--- src/rtl/pc_unit_if.sv ---
// Bundle of the PC unit's control inputs and status outputs.
// The control FSM drives it through the master modport; the PC unit uses the slave modport.
interface pc_unit_if #(
  parameter int unsigned PC_W = 10
);
  logic            PCe;
  logic [1:0]      PCsrc;
  logic [15:0]     branch_disp;
  logic [15:0]     rtarget;
  logic            LSCntl;
  logic [15:0]     addr_reg;
  logic [PC_W-1:0] pc;
  logic [PC_W-1:0] mem_addr;
  logic            taken;
  logic            halted;
  logic            fault;
  logic [31:0]     retired;
  logic [15:0]     taken_cnt;

  modport master (
    output PCe, PCsrc, branch_disp, rtarget, LSCntl, addr_reg,
    input  pc, mem_addr, taken, halted, fault, retired, taken_cnt
  );

  modport slave (
    input  PCe, PCsrc, branch_disp, rtarget, LSCntl, addr_reg,
    output pc, mem_addr, taken, halted, fault, retired, taken_cnt
  );
endinterface

--- src/rtl/pc_unit.sv ---
// Program counter with branch/jump select, BRAM address mux and sticky halt/fault flags.
// Define PC_STATS_EN to build the retired / taken_cnt statistics counters.
module pc_unit #(
  parameter int unsigned PC_W     = 10,
  parameter int unsigned RESET_PC = 0
) (
  input  logic         clk,
  input  logic         rst,
  pc_unit_if.slave     bus
);

  localparam logic [PC_W-1:0] ResetPc = PC_W'(RESET_PC);

  logic [PC_W-1:0] pc_q, pc_d;
  logic            taken_q, taken_d;
  logic            halted_q, halted_d;
  logic            fault_q, fault_d;
  logic            retire;

  // Upper address bits beyond PC_W are intentionally ignored.
  logic unused_hi_bits;
  assign unused_hi_bits = ^{bus.addr_reg, bus.rtarget};

  assign retire = bus.PCe && (bus.PCsrc != 2'b11);

  always_comb begin
    pc_d     = pc_q;
    taken_d  = 1'b0;
    halted_d = halted_q;
    fault_d  = fault_q;
    if (bus.PCe) begin
      unique case (bus.PCsrc)
        2'b00: pc_d = pc_q + PC_W'(1);
        2'b01: begin
          pc_d    = pc_q + bus.branch_disp[PC_W-1:0];
          taken_d = 1'b1;
          if (bus.branch_disp == 16'h0000) halted_d = 1'b1;
        end
        2'b10: begin
          pc_d    = bus.rtarget[PC_W-1:0];
          taken_d = 1'b1;
          if (bus.rtarget[PC_W-1:0] == pc_q) halted_d = 1'b1;
        end
        2'b11: fault_d = 1'b1;
      endcase
    end
  end

  always_ff @(posedge clk or posedge rst) begin
    if (rst) begin
      pc_q     <= ResetPc;
      taken_q  <= 1'b0;
      halted_q <= 1'b0;
      fault_q  <= 1'b0;
    end else begin
      pc_q     <= pc_d;
      taken_q  <= taken_d;
      halted_q <= halted_d;
      fault_q  <= fault_d;
    end
  end

`ifdef PC_STATS_EN
  logic [31:0] retired_q;
  logic [15:0] taken_cnt_q;

  always_ff @(posedge clk or posedge rst) begin
    if (rst) begin
      retired_q   <= 32'd0;
      taken_cnt_q <= 16'd0;
    end else begin
      if (retire) retired_q <= retired_q + 32'd1;
      // Saturates rather than wraps.
      if (taken_d && (taken_cnt_q != 16'hFFFF)) taken_cnt_q <= taken_cnt_q + 16'd1;
    end
  end

  assign bus.retired   = retired_q;
  assign bus.taken_cnt = taken_cnt_q;
`else
  logic unused_retire;
  assign unused_retire = retire;
  assign bus.retired   = 32'd0;
  assign bus.taken_cnt = 16'd0;
`endif

  assign bus.pc       = pc_q;
  assign bus.mem_addr = bus.LSCntl ? bus.addr_reg[PC_W-1:0] : pc_q;
  assign bus.taken    = taken_q;
  assign bus.halted   = halted_q;
  assign bus.fault    = fault_q;

endmodule

--- src/flat_wrapper.sv ---
// flat-port wrapper written by rule: the top's interface ports become plain ports
module pc_unit_flat 
#(
  parameter int unsigned PC_W     = 10,
  parameter int unsigned RESET_PC = 0
)
  (clk, rst, bus_PCe, bus_PCsrc, bus_branch_disp, bus_rtarget, bus_LSCntl, bus_addr_reg, bus_pc, bus_mem_addr, bus_taken, bus_halted, bus_fault, bus_retired, bus_taken_cnt);
  pc_unit_if #(.PC_W(PC_W)) bus_i ();
  input  logic clk;
  input  logic rst;
  input wire logic [$bits(bus_i.PCe)-1:0] bus_PCe;
  input wire logic [$bits(bus_i.PCsrc)-1:0] bus_PCsrc;
  input wire logic [$bits(bus_i.branch_disp)-1:0] bus_branch_disp;
  input wire logic [$bits(bus_i.rtarget)-1:0] bus_rtarget;
  input wire logic [$bits(bus_i.LSCntl)-1:0] bus_LSCntl;
  input wire logic [$bits(bus_i.addr_reg)-1:0] bus_addr_reg;
  output wire logic [$bits(bus_i.pc)-1:0] bus_pc;
  output wire logic [$bits(bus_i.mem_addr)-1:0] bus_mem_addr;
  output wire logic [$bits(bus_i.taken)-1:0] bus_taken;
  output wire logic [$bits(bus_i.halted)-1:0] bus_halted;
  output wire logic [$bits(bus_i.fault)-1:0] bus_fault;
  output wire logic [$bits(bus_i.retired)-1:0] bus_retired;
  output wire logic [$bits(bus_i.taken_cnt)-1:0] bus_taken_cnt;
  assign bus_i.PCe = bus_PCe;
  assign bus_i.PCsrc = bus_PCsrc;
  assign bus_i.branch_disp = bus_branch_disp;
  assign bus_i.rtarget = bus_rtarget;
  assign bus_i.LSCntl = bus_LSCntl;
  assign bus_i.addr_reg = bus_addr_reg;
  assign bus_pc = bus_i.pc;
  assign bus_mem_addr = bus_i.mem_addr;
  assign bus_taken = bus_i.taken;
  assign bus_halted = bus_i.halted;
  assign bus_fault = bus_i.fault;
  assign bus_retired = bus_i.retired;
  assign bus_taken_cnt = bus_i.taken_cnt;
  pc_unit #(.PC_W(PC_W), .RESET_PC(RESET_PC)) u_core (.clk(clk), .rst(rst), .bus(bus_i));
endmodule
--- config.mk ---
export PLATFORM = sky130hd
export DESIGN_NAME = pc_unit_flat
export DESIGN_NICKNAME = d
export VERILOG_FILES = /design/src/rtl/pc_unit_if.sv /design/src/rtl/pc_unit.sv /design/src/flat_wrapper.sv
export SDC_FILE = /design/constraint.sdc
export NUM_CORES = 1
export LEC_CHECK = 0
export CAP_MARGIN = 10
export CORE_UTILIZATION = 35
export CTS_CLUSTER_SIZE = 40
export DETAILED_ROUTE_END_ITERATION = 6
export PLACE_DENSITY = 0.81
export SYNTH_ARGS = -nofsm -noshare
export SYNTH_HDL_FRONTEND = slang
export SYNTH_SLANG_ARGS = --single-unit
--- constraint.sdc ---
create_clock -name clk -period 2.6 [get_ports clk]
set_input_delay 0.78 -clock clk [delete_from_list [all_inputs] [get_ports clk]]
set_output_delay 0.78 -clock clk [all_outputs]
set_load 0.1 [all_outputs]
After elaboration in Yosys (flattened, before gate mapping):

Index checks and enable logic that the tools add are counted.

* word-level logic and storage cells: 27
* bits of input ports: 54
* flip-flop bits (word level): 13
* output and inout port bits: 71

* reductions and logical operators: 8
* equality and inequality tests: 6
* add/subtract/negate cells: 2
* multiplexer cells: 7

Operator list (number)
* 10-bit case mux with 3 select lines: 1
* 16-bit logical NOT: 1
* 10-bit by 1-bit adder with 10-bit output, second input constant: 1
* 10-bit adder: 1
* 10-bit == test: 1
* 10-bit two-way mux: 1
* 2-bit == test, second input constant: 2
* 1-bit two-way mux: 4
* 2-bit by 1-bit != test with 1-bit output, second input constant: 2
* 2-bit AND reduction: 2
* 4-bit AND reduction: 1
* 3-bit nonzero test: 1
* 2-bit by 1-bit == test with 1-bit output, second input constant: 1
* 2-bit logical NOT: 1
* 1-bit case mux with 2 select lines: 1
* 2-bit nonzero test: 1
* 2-bit OR reduction: 1

Longest topological paths before layout:

Gate-level depths: netlist of the first run.

* depth in word-level cells: 4
* gate-level depth with buffers: 11
* depth with buffers taken out: 10

Worst setup path before layout of the first run:

OpenSTA, ideal clock, no wires.

* path type: input port to flip-flop
* start point: in bus_PCsrc[1]
* end point: reg u_core.pc_q[8] (netlist: u_core.bus.pc[8])
* required time: 2457 ps
* arrival: 2679 ps
* buffers on the path: 1
* library setup time: 143 ps
* setup slack: -222 ps
* stages on the path: 11
* cell sequence: inv_1 ha_1 clkbuf_1 nand2b_1 ha_1 fa_1 a21oi_1 o211ai_2 a31oi_1 xor2_1 o311ai_2

* longest elaborated chain between the ends: 3
* elaborated cells on any way between the ends: 6
* classes of those cells: 2 x eq/ne; 1 x mux; 3 x reduce/logical

RTL lines
* start: declaration: RTL line flat_wrapper.sv:12 `input wire logic [$bits(bus_i.PCsrc)-1:0] bus_PCsrc;`
* 2-bit by 1-bit == test with 1-bit output, or another cell as far along: RTL line pc_unit.sv:32 `unique case (bus.PCsrc)`
* 3-bit nonzero test (no line)
* 2-bit AND reduction (no line)
* end signal: assignment: RTL line pc_unit.sv:51 `pc_q <= ResetPc;`
* end signal: assignment: RTL line pc_unit.sv:56 `pc_q <= pc_d;`
* end: declaration: RTL line pc_unit.sv:14 `logic [PC_W-1:0] pc_q, pc_d;`

Parallel ways exist; a longest one is shown, timed or not.
A chain may end at the register's enable or synchronous reset.

Final worst setup path of the first run:

* start point: in bus_LSCntl
* end point: out bus_mem_addr[4]

* longest elaborated chain between the ends: 1

RTL lines
* start: declaration: RTL line flat_wrapper.sv:15 `input wire logic [$bits(bus_i.LSCntl)-1:0] bus_LSCntl;`
* 10-bit two-way mux: RTL line pc_unit.sv:88 `assign bus.mem_addr = bus.LSCntl ? bus.addr_reg[PC_W-1:0] : pc_q;`
* end: declaration: RTL line flat_wrapper.sv:18 `output wire logic [$bits(bus_i.mem_addr)-1:0] bus_mem_addr;`

Every way passes these cells.

==> results.py, run 1 <==
metrics = {
    "floorplan": {
        "die_area_sq_um": 5270,
        "core-area_sq_um": 4750,
        "initial_utilization_pct": 36.7,
        "die_h_um": 72.6,
        "rows": 25,
        "floorplan.die.width_um": 72.6,
        "floorplan.io_pins": 125,
    },
    "clock_network": {
        "clk_latency_ns": 0.25,
        "clock_pin_slew_on_the_worst_setup_and_hold_paths_ns": 0.05,
        "cts_tree": "done",
        "number_of_clock_buffers_inserted_by_tritoncts": 3,
        "h-tree-depth": 1,
        "clock_path_buffers": 2,
        "clkSinkCount": 13,
        "cts-root-buf": "clkbuf_8",
    },
    "finish": {
        "fraction_of_layout_cells_with_a_size_suffix_above_1_pct": 31.9,
        "layout.filler_cells": 456,
        "sequential_cell_area_sq_um": 325,
        "finish.cell_count_without_fillers": 362,
        "num-nets-final": 364,
        "antenna_cells": 0,
        "multiInputGateArea_sq_um": 1340,
        "finish.instance_area_sq_um": 2770,
        "area_growth_pct": 59.0,
        "final_util_pct": 58.3,
    },
    "global_route": {
        "track_usage_pct": 17.4,
        "grt_first_pass_wirelength_um": 7080,
        "overflow": 0,
        "grt_start_max_net_pins": 14,
        "vias_in_the_first_global_route": 1508,
        "grt_antenna_before_repair": 0,
    },
    "setup_path": {
        "worst_setup_end_kind": "output pin",
        "critical_path.n_buffers_inverters": 3,
        "critical_path_arrival_ns": 1.78,
        "critical_path_required_ns": 1.82,
        "cp-start-kind": "input port",
        "register_to_register_path_depth": 7,
        "endpoint_of_the_lowest_slack_register_to_register_path": "u_core.bus.pc[9]",
        "critical_path.top_delay_family": "buffers and inverters",
        "worst_path_max_delay_cell": "mux2_2",
        "path_class": "in2out",
        "timing.critical_path.cells": "clkdlybuf4s15_2 > bufbuf_16 > mux2_2 > buf_12",
        "critical-path-max-stage-delay_ns": 0.35,
        "worstReg2RegStart": "u_core.bus.pc[0]",
        "timing.critical_path.depth": 4,
        "critical_path.endpoint": "bus_mem_addr[4]",
        "setup.reg_to_reg.worst_slack_ns": 0.63,
        "worstPathMaxFanout": 5,
        "worst_setup_path_startpoint": "bus_LSCntl",
    },
    "timing": {
        "final-max-slew-violation-count": 0,
        "tightest_slew_ns": 0.508,
        "fin_crit_ns": 2.56,
        "timing.slew.headroom_pct": 66.1,
        "final.setup_skew_ns": 0.00323,
        "timing.final.crit_share_pct": 98.6,
        "grt_setup_unrepaired": "false",
        "hold-worst-slack_ns": 0.491,
        "maxClockFrequency_mhz": 390,
        "final_hold_viol_count": 0,
        "timing.setup.tns_ns": 0,
        "final-setup-viol-count": 0,
    },
    "placement": {
        "finalWeightedCongestion": 0.846,
        "dpl.hpwl_um": 3520,
        "placed_cells": 350,
        "dpl-instance-area_sq_um": 2510,
        "numPortBuffers": 64,
    },
    "flow_run": {
        "max_cap_violations": 0,
    },
    "yosys": {
        "avg_inst_size_synth_sq_um": 8.55,
        "post_synth_instance_area_sq_um": 1740,
        "postSynth.topFlopCell": "dfrtp_1",
        "synth_cell_types": 41,
        "yosys_register_bits": 13,
        "synth_warnings": 0,
        "synth-seq-area-share_pct": 18.7,
        "synthesized_instance_count": 204,
        "synth_enable_flop_cells": 0,
        "asyncSetResetFlopFracSynth_pct": 100,
    },
    "power_and_ir_drop": {
        "power_per_cell_area_nw_per_um2": 937,
        "static-leakage-power_nw": 1.25,
        "power.ir.vdd_worst_v": 0.000618,
    },
    "route": {
        "drtAntennaViolNets": 0,
        "drc": 0,
        "route.vias.total": 1675,
        "post_drt_wl_per_cell_um": 13.0,
        "detail_route.iter0.violations": 45,
        "drt-total-wl_um": 4700,
        "dr.pass1.iters": 4,
        "drt-vias-per-instance": 4.63,
    },
    "hold_path": {
        "min-delay-path-class": "reg2reg",
    },
    "outcome": {
        "run_status": "finished, final reports clean",
    },
}
metal layers:
metal  wire length, um  part of all wire [%]  track usage, %
met1              1810                    39            20.5
met3               332                   7.1            3.73
met2              2530                    54            32.8
met5                 0                     0               0
met4                16                  0.34            2.18
final cells by class:
type | instances | area share [%]
Tap cell | 67 | 3.02
Multi-Input combinational cell | 180 | 48.4
Inverter | 4 | 0.541
Sequential cell | 13 | 11.7
Clock inverter | 1 | 0.180
Clock buffer | 3 | 1.49
Timing Repair Buffer | 94 | 34.6
registers in the layout, indices dropped and copies added (netlist names):
name	flops
u_core.bus.pc	10
u_core.bus.taken	1
u_core.bus.halted	1
u_core.bus.fault	1
cell families after synthesis:
logic type               count (synthesis)  share of synthesized area (%)
flip-flops                              13                           18.7
other                                    1                          0.215
adder cells (fa/ha/maj)                 14                           10.5
multiplexers                            13                           8.18
XOR/XNOR                                16                           8.03
buffers and inverters                   58                           23.2
AND/OR/NAND/NOR                         45                           13.3
AO/OA/AOI/OAI                           44                           17.9
worst min-delay path by stage:
stage                 startpoint                 to  depth (start not counted)
2_1_floorplan                rst   u_core.bus.fault                          1
3_3_place_gp    u_core.bus.fault   u_core.bus.fault                          1
3_5_place_dp    u_core.bus.fault   u_core.bus.fault                          1
4_1_cts        u_core.bus.halted  u_core.bus.halted                          1
5_1_grt        u_core.bus.halted  u_core.bus.halted                          1
6_report       u_core.bus.halted  u_core.bus.halted                          1
where the power goes:
part / internal [mW] / switching (mW)
Clock: 0.106 / 0.0768
Combinational: 0.662 / 1.37
Sequential: 0.259 / 0.125
Total: 1.03 / 1.57
layout by cell type (no fill, tap or decap), types with 2 or more instances in the layout:
cell / count
and2_1: 7
a211oi_1: 2
o31ai_1: 2
a21o_1: 5
conb_1: 48
o21bai_1: 2
clkbuf_8: 3
buf_12: 11
dlygate4sd2_1: 2
o21ai_0: 8
clkbuf_2: 2
xnor2_1: 12
nand3_1: 5
xor2_1: 4
ha_1: 4
nor4_1: 3
a21oi_2: 3
a21oi_1: 6
nor2_1: 4
mux2_2: 10
o21a_1: 3
ha_4: 8
nor3_1: 2
nor2b_1: 2
nand4_1: 2
mux2i_1: 3
nand2_1: 13
buf_4: 41
inv_1: 3
dfrtp_1: 13
and3_1: 2
clkdlybuf4s50_1: 36
synthesized netlist by cell type, types with 2 or more instances:
library cell,n,area (sq um)
nand4_1,2,12.5
nor2b_1,2,12.5
clkbuf_1,5,18.8
a21o_1,5,37.5
xnor2_1,12,105
a21oi_1,9,45.0
nand2b_1,2,12.5
a211oi_2,2,25.0
nand3_1,5,25.0
mux2_2,10,113
mux2i_1,3,30.0
buf_4,48,360
nand2_1,14,52.6
xor2_1,4,35.0
and3_1,2,12.5
dfrtp_1,13,325
a211oi_1,2,15.0
and2_1,8,50.1
nor3_1,2,10.0
o21bai_1,2,15.0
o31ai_1,2,15.0
ha_1,13,163
nor2_1,4,15.0
o21a_1,3,22.5
nor4_1,3,18.8
o21ai_0,9,45.0
inv_1,4,15.0
timing repair:
item / CTS / global route
buffers inserted: 6 / 1
endpoints found under the setup margin: 19 / 4
resized for setup: 19 / 13
pin swaps: 11 / 12
hold buffers: 0 / 0
endpoints found under the hold margin: 0 / 0
cloned: 1 / 0
per-stage QoR:
| step | power, mW | setup WS (ns) |
|---|---|---|
| 2_1_floorplan | 1.80 | 0.00654 |
| 3_3_place_gp | 2.26 | -0.640 |
| 3_5_place_dp | 2.28 | -0.720 |
| 4_1_cts | 2.53 | 0.0192 |
| 5_1_grt | 2.71 | 0.00105 |
| 6_report | 2.60 | 0.0374 |
(Power assumes the default switching activity.)
==> run 2: changes to the inputs <==
--- a/config.mk
+++ b/config.mk
@@ -10,6 +10,7 @@
 export CTS_CLUSTER_SIZE = 40
 export DETAILED_ROUTE_END_ITERATION = 6
 export PLACE_DENSITY = 0.81
+export SLEW_MARGIN = 5
 export SYNTH_ARGS = -nofsm -noshare
 export SYNTH_HDL_FRONTEND = slang
 export SYNTH_SLANG_ARGS = --single-unit
==> results of run 2 <==
No change in the layout: final DEF, timing and power equal those of run 1.
==> run 3: changes to the inputs <==
--- a/config.mk
+++ b/config.mk
@@ -6,10 +6,11 @@
 export NUM_CORES = 1
 export LEC_CHECK = 0
 export CAP_MARGIN = 10
-export CORE_UTILIZATION = 35
+export CORE_MARGIN = 4
+export CORE_UTILIZATION = 38
 export CTS_CLUSTER_SIZE = 40
 export DETAILED_ROUTE_END_ITERATION = 6
-export PLACE_DENSITY = 0.81
+export PLACE_DENSITY = 0.87
 export SLEW_MARGIN = 5
 export SYNTH_ARGS = -nofsm -noshare
 export SYNTH_HDL_FRONTEND = slang
==> constraint.sdc (replaced) <==
create_clock -name clk -period 3.2 [get_ports clk]
set_input_delay 0.96 -clock clk [delete_from_list [all_inputs] [get_ports clk]]
set_output_delay 0.96 -clock clk [all_outputs]
set_load 0.1 [all_outputs]
==> run 3 against run 2 <==
Effect of this change: clock skew is essentially flat; power fell by 23%; combinational power shrank 24%; final cell count fell by 7.2%; flip-flop and latch count unchanged; global-route usage down 1.2 points; worst hold slack got worse by 0.027 ns; critical path depth did not move; largest power group unchanged; highest routed layer unchanged.
==> results.py, run 3 (synthesis gave the netlist of run 1 again) <==
metrics = {
    "outcome": {
        "run_status": "finished, final reports clean",
    },
    "power_and_ir_drop": {
        "power.ir.vdd_worst_v": 0.000434,
        "static-leakage-power_nw": 1.17,
        "power_per_cell_area_nw_per_um2": 794,
    },
    "setup_path": {
        "worst_path_max_delay_cell": "clkdlybuf4s50_1",
        "critical-path-max-stage-delay_ns": 0.51,
        "endpoint_of_the_lowest_slack_register_to_register_path": "u_core.bus.pc[8]",
        "critical_path.top_delay_family": "buffers and inverters",
        "register_to_register_path_depth": 7,
        "worstReg2RegStart": "u_core.bus.pc[0]",
        "cpMostUsedCell": "buf_12",
        "critical_path_arrival_ns": 2.17,
        "path_class": "in2out",
        "timing.critical_path.cells": "clkdlybuf4s50_1 > buf_12 > mux2_2 > buf_12",
        "worstPathMaxFanout": 10,
        "critical_path.n_buffers_inverters": 3,
        "critical_path_required_ns": 2.24,
        "worst_setup_end_kind": "output pin",
        "setup.reg_to_reg.worst_slack_ns": 1.20,
        "cp-start-kind": "input port",
    },
    "timing": {
        "grt_setup_unrepaired": "false",
        "timing.final.crit_share_pct": 97.9,
        "hold-worst-slack_ns": 0.464,
        "final-setup-viol-count": 0,
        "maxClockFrequency_mhz": 319,
        "timing.slew.headroom_pct": 59.8,
        "fin_crit_ns": 3.13,
        "tightest_slew_ns": 0.603,
        "final-max-slew-violation-count": 0,
        "final_hold_viol_count": 0,
        "final.setup_skew_ns": 0.00364,
    },
    "route": {
        "route.vias.total": 1628,
        "dr.pass1.iters": 4,
        "drt-vias-per-instance": 4.85,
        "post_drt_wl_per_cell_um": 14.1,
        "drc": 0,
        "drtAntennaViolNets": 0,
        "drt-total-wl_um": 4730,
        "detail_route.iter0.violations": 113,
    },
    "global_route": {
        "grt_antenna_before_repair": 0,
        "overflow": 0,
        "global_route.peak_usage_layer": "met2",
        "groute.layer.met3.usage_pct": 3.69,
        "met2_usage_pct": 28.1,
        "track_usage_pct": 16.2,
        "grt_start_max_net_pins": 22,
        "groute.layer.met1.usage_pct": 20.3,
        "grt_first_pass_wirelength_um": 7170,
        "vias_in_the_first_global_route": 1546,
    },
    "placement": {
        "numPortBuffers": 64,
        "dpl.hpwl_um": 3910,
        "finalWeightedCongestion": 0.823,
    },
    "clock_network": {
        "ctsHoldBuffers": 0,
        "clock_pin_slew_on_the_worst_setup_and_hold_paths_ns": 0.05,
        "cts-root-buf": "clkbuf_8",
        "clock_path_buffers": 2,
        "cts_tree": "done",
        "number_of_clock_buffers_inserted_by_tritoncts": 3,
        "clk_latency_ns": 0.24,
        "clkSinkCount": 13,
        "h-tree-depth": 1,
    },
    "hold_path": {
        "worst_hold_path.endpoint": "u_core.bus.halted",
        "whs_path_depth": 1,
        "min-delay-start": "u_core.bus.halted",
        "min-delay-path-class": "reg2reg",
    },
    "finish": {
        "final_util_pct": 57.5,
        "multiInputGateArea_sq_um": 1210,
        "antenna_cells": 0,
        "num-nets-final": 353,
        "sequential_cell_area_sq_um": 325,
        "final_common_cell": "conb_1",
        "largest_register_ffs": 10,
        "area_growth_pct": 44.5,
        "fraction_of_layout_cells_with_a_size_suffix_above_1_pct": 22.2,
        "layout.cells.most_common_list": "conb_1, clkdlybuf4s50_1, buf_4, nand2_1, dfrtp_1",
        "layout.filler_cells": 407,
    },
    "floorplan": {
        "die_area_sq_um": 5740,
        "floorplan.die.width_um": 75.8,
        "core-area_sq_um": 4380,
        "initial_utilization_pct": 39.8,
        "die_h_um": 75.8,
        "floorplan.io_pins": 125,
        "rows": 24,
    },
    "flow_run": {
        "max_cap_violations": 0,
    },
}
run 3: cell types whose count changed in the layout (fill, tap and decap cells not counted), sizes merged:
| cell | previous run | this run |
|---|---|---|
| buf | 52 | 41 |
| dlygate4sd2 | 2 | 0 |
| clkdlybuf4s15 | 1 | 0 |
| clkinv | 1 | 0 |
| bufbuf | 1 | 0 |
| clkdlybuf4s50 | 36 | 41 |
run 3: stage by stage:
step | setup TNS (ns) | instance area, sq um | total power, mW | worst slack (ns) | std cells
after global placement | -1.06 | 2440 | 1.82 | -0.323 | 330
after global routing | 0 | 2520 | 2.09 | 0.0280 | 336
final | 0 | 2520 | 2.00 | 0.0666 | 336
after floorplan | 0 | 1920 | 1.46 | 0.198 | 251
after CTS | 0 | 2500 | 2.00 | 0.0455 | 334
after detailed placement | -1.57 | 2440 | 1.85 | -0.394 | 330
run 3: per-layer routing:
metal	vias up	part of all wire (%)
met4	0	0.97
met3	6	10
li1	778	-
met1	749	38
met5	-	0
met2	95	50
run 3: worst max-delay path by stage:
stage	from	slack, ns	depth (start not counted)	to
finish	bus_LSCntl	0.07	4	bus_mem_addr[7]
global route	bus_PCsrc[1]	0.03	11	u_core.bus.pc[9]
floorplan	bus_PCsrc[1]	0.20	11	u_core.bus.pc[8]
global placement	bus_PCsrc[0]	-0.32	10	u_core.bus.pc[8]
CTS	bus_PCsrc[0]	0.05	10	u_core.bus.pc[8]
detailed placement	bus_PCsrc[0]	-0.39	10	u_core.bus.pc[8]
run 3: area by class of cell:
class	instances	area share [%]
inverters	4	0.596
repair buffers	83	34.2
multi-input cells	180	48.0
well taps	52	2.58
clock buffers	4	1.79
flip-flops and latches	13	12.9
run 3: timing repair:
action	CTS	global route
setup endpoints to repair	2	2
gates resized for setup	3	1
pin swaps	0	4
buffers inserted	0	2
run 3: report_power, final:
part           switching, mW  leakage (nW)  internal, mW
sequential            0.0850         0.150         0.211
clock                 0.0611        0.0228        0.0880
combinational           1.09         0.994         0.462
total                   1.24          1.17         0.761
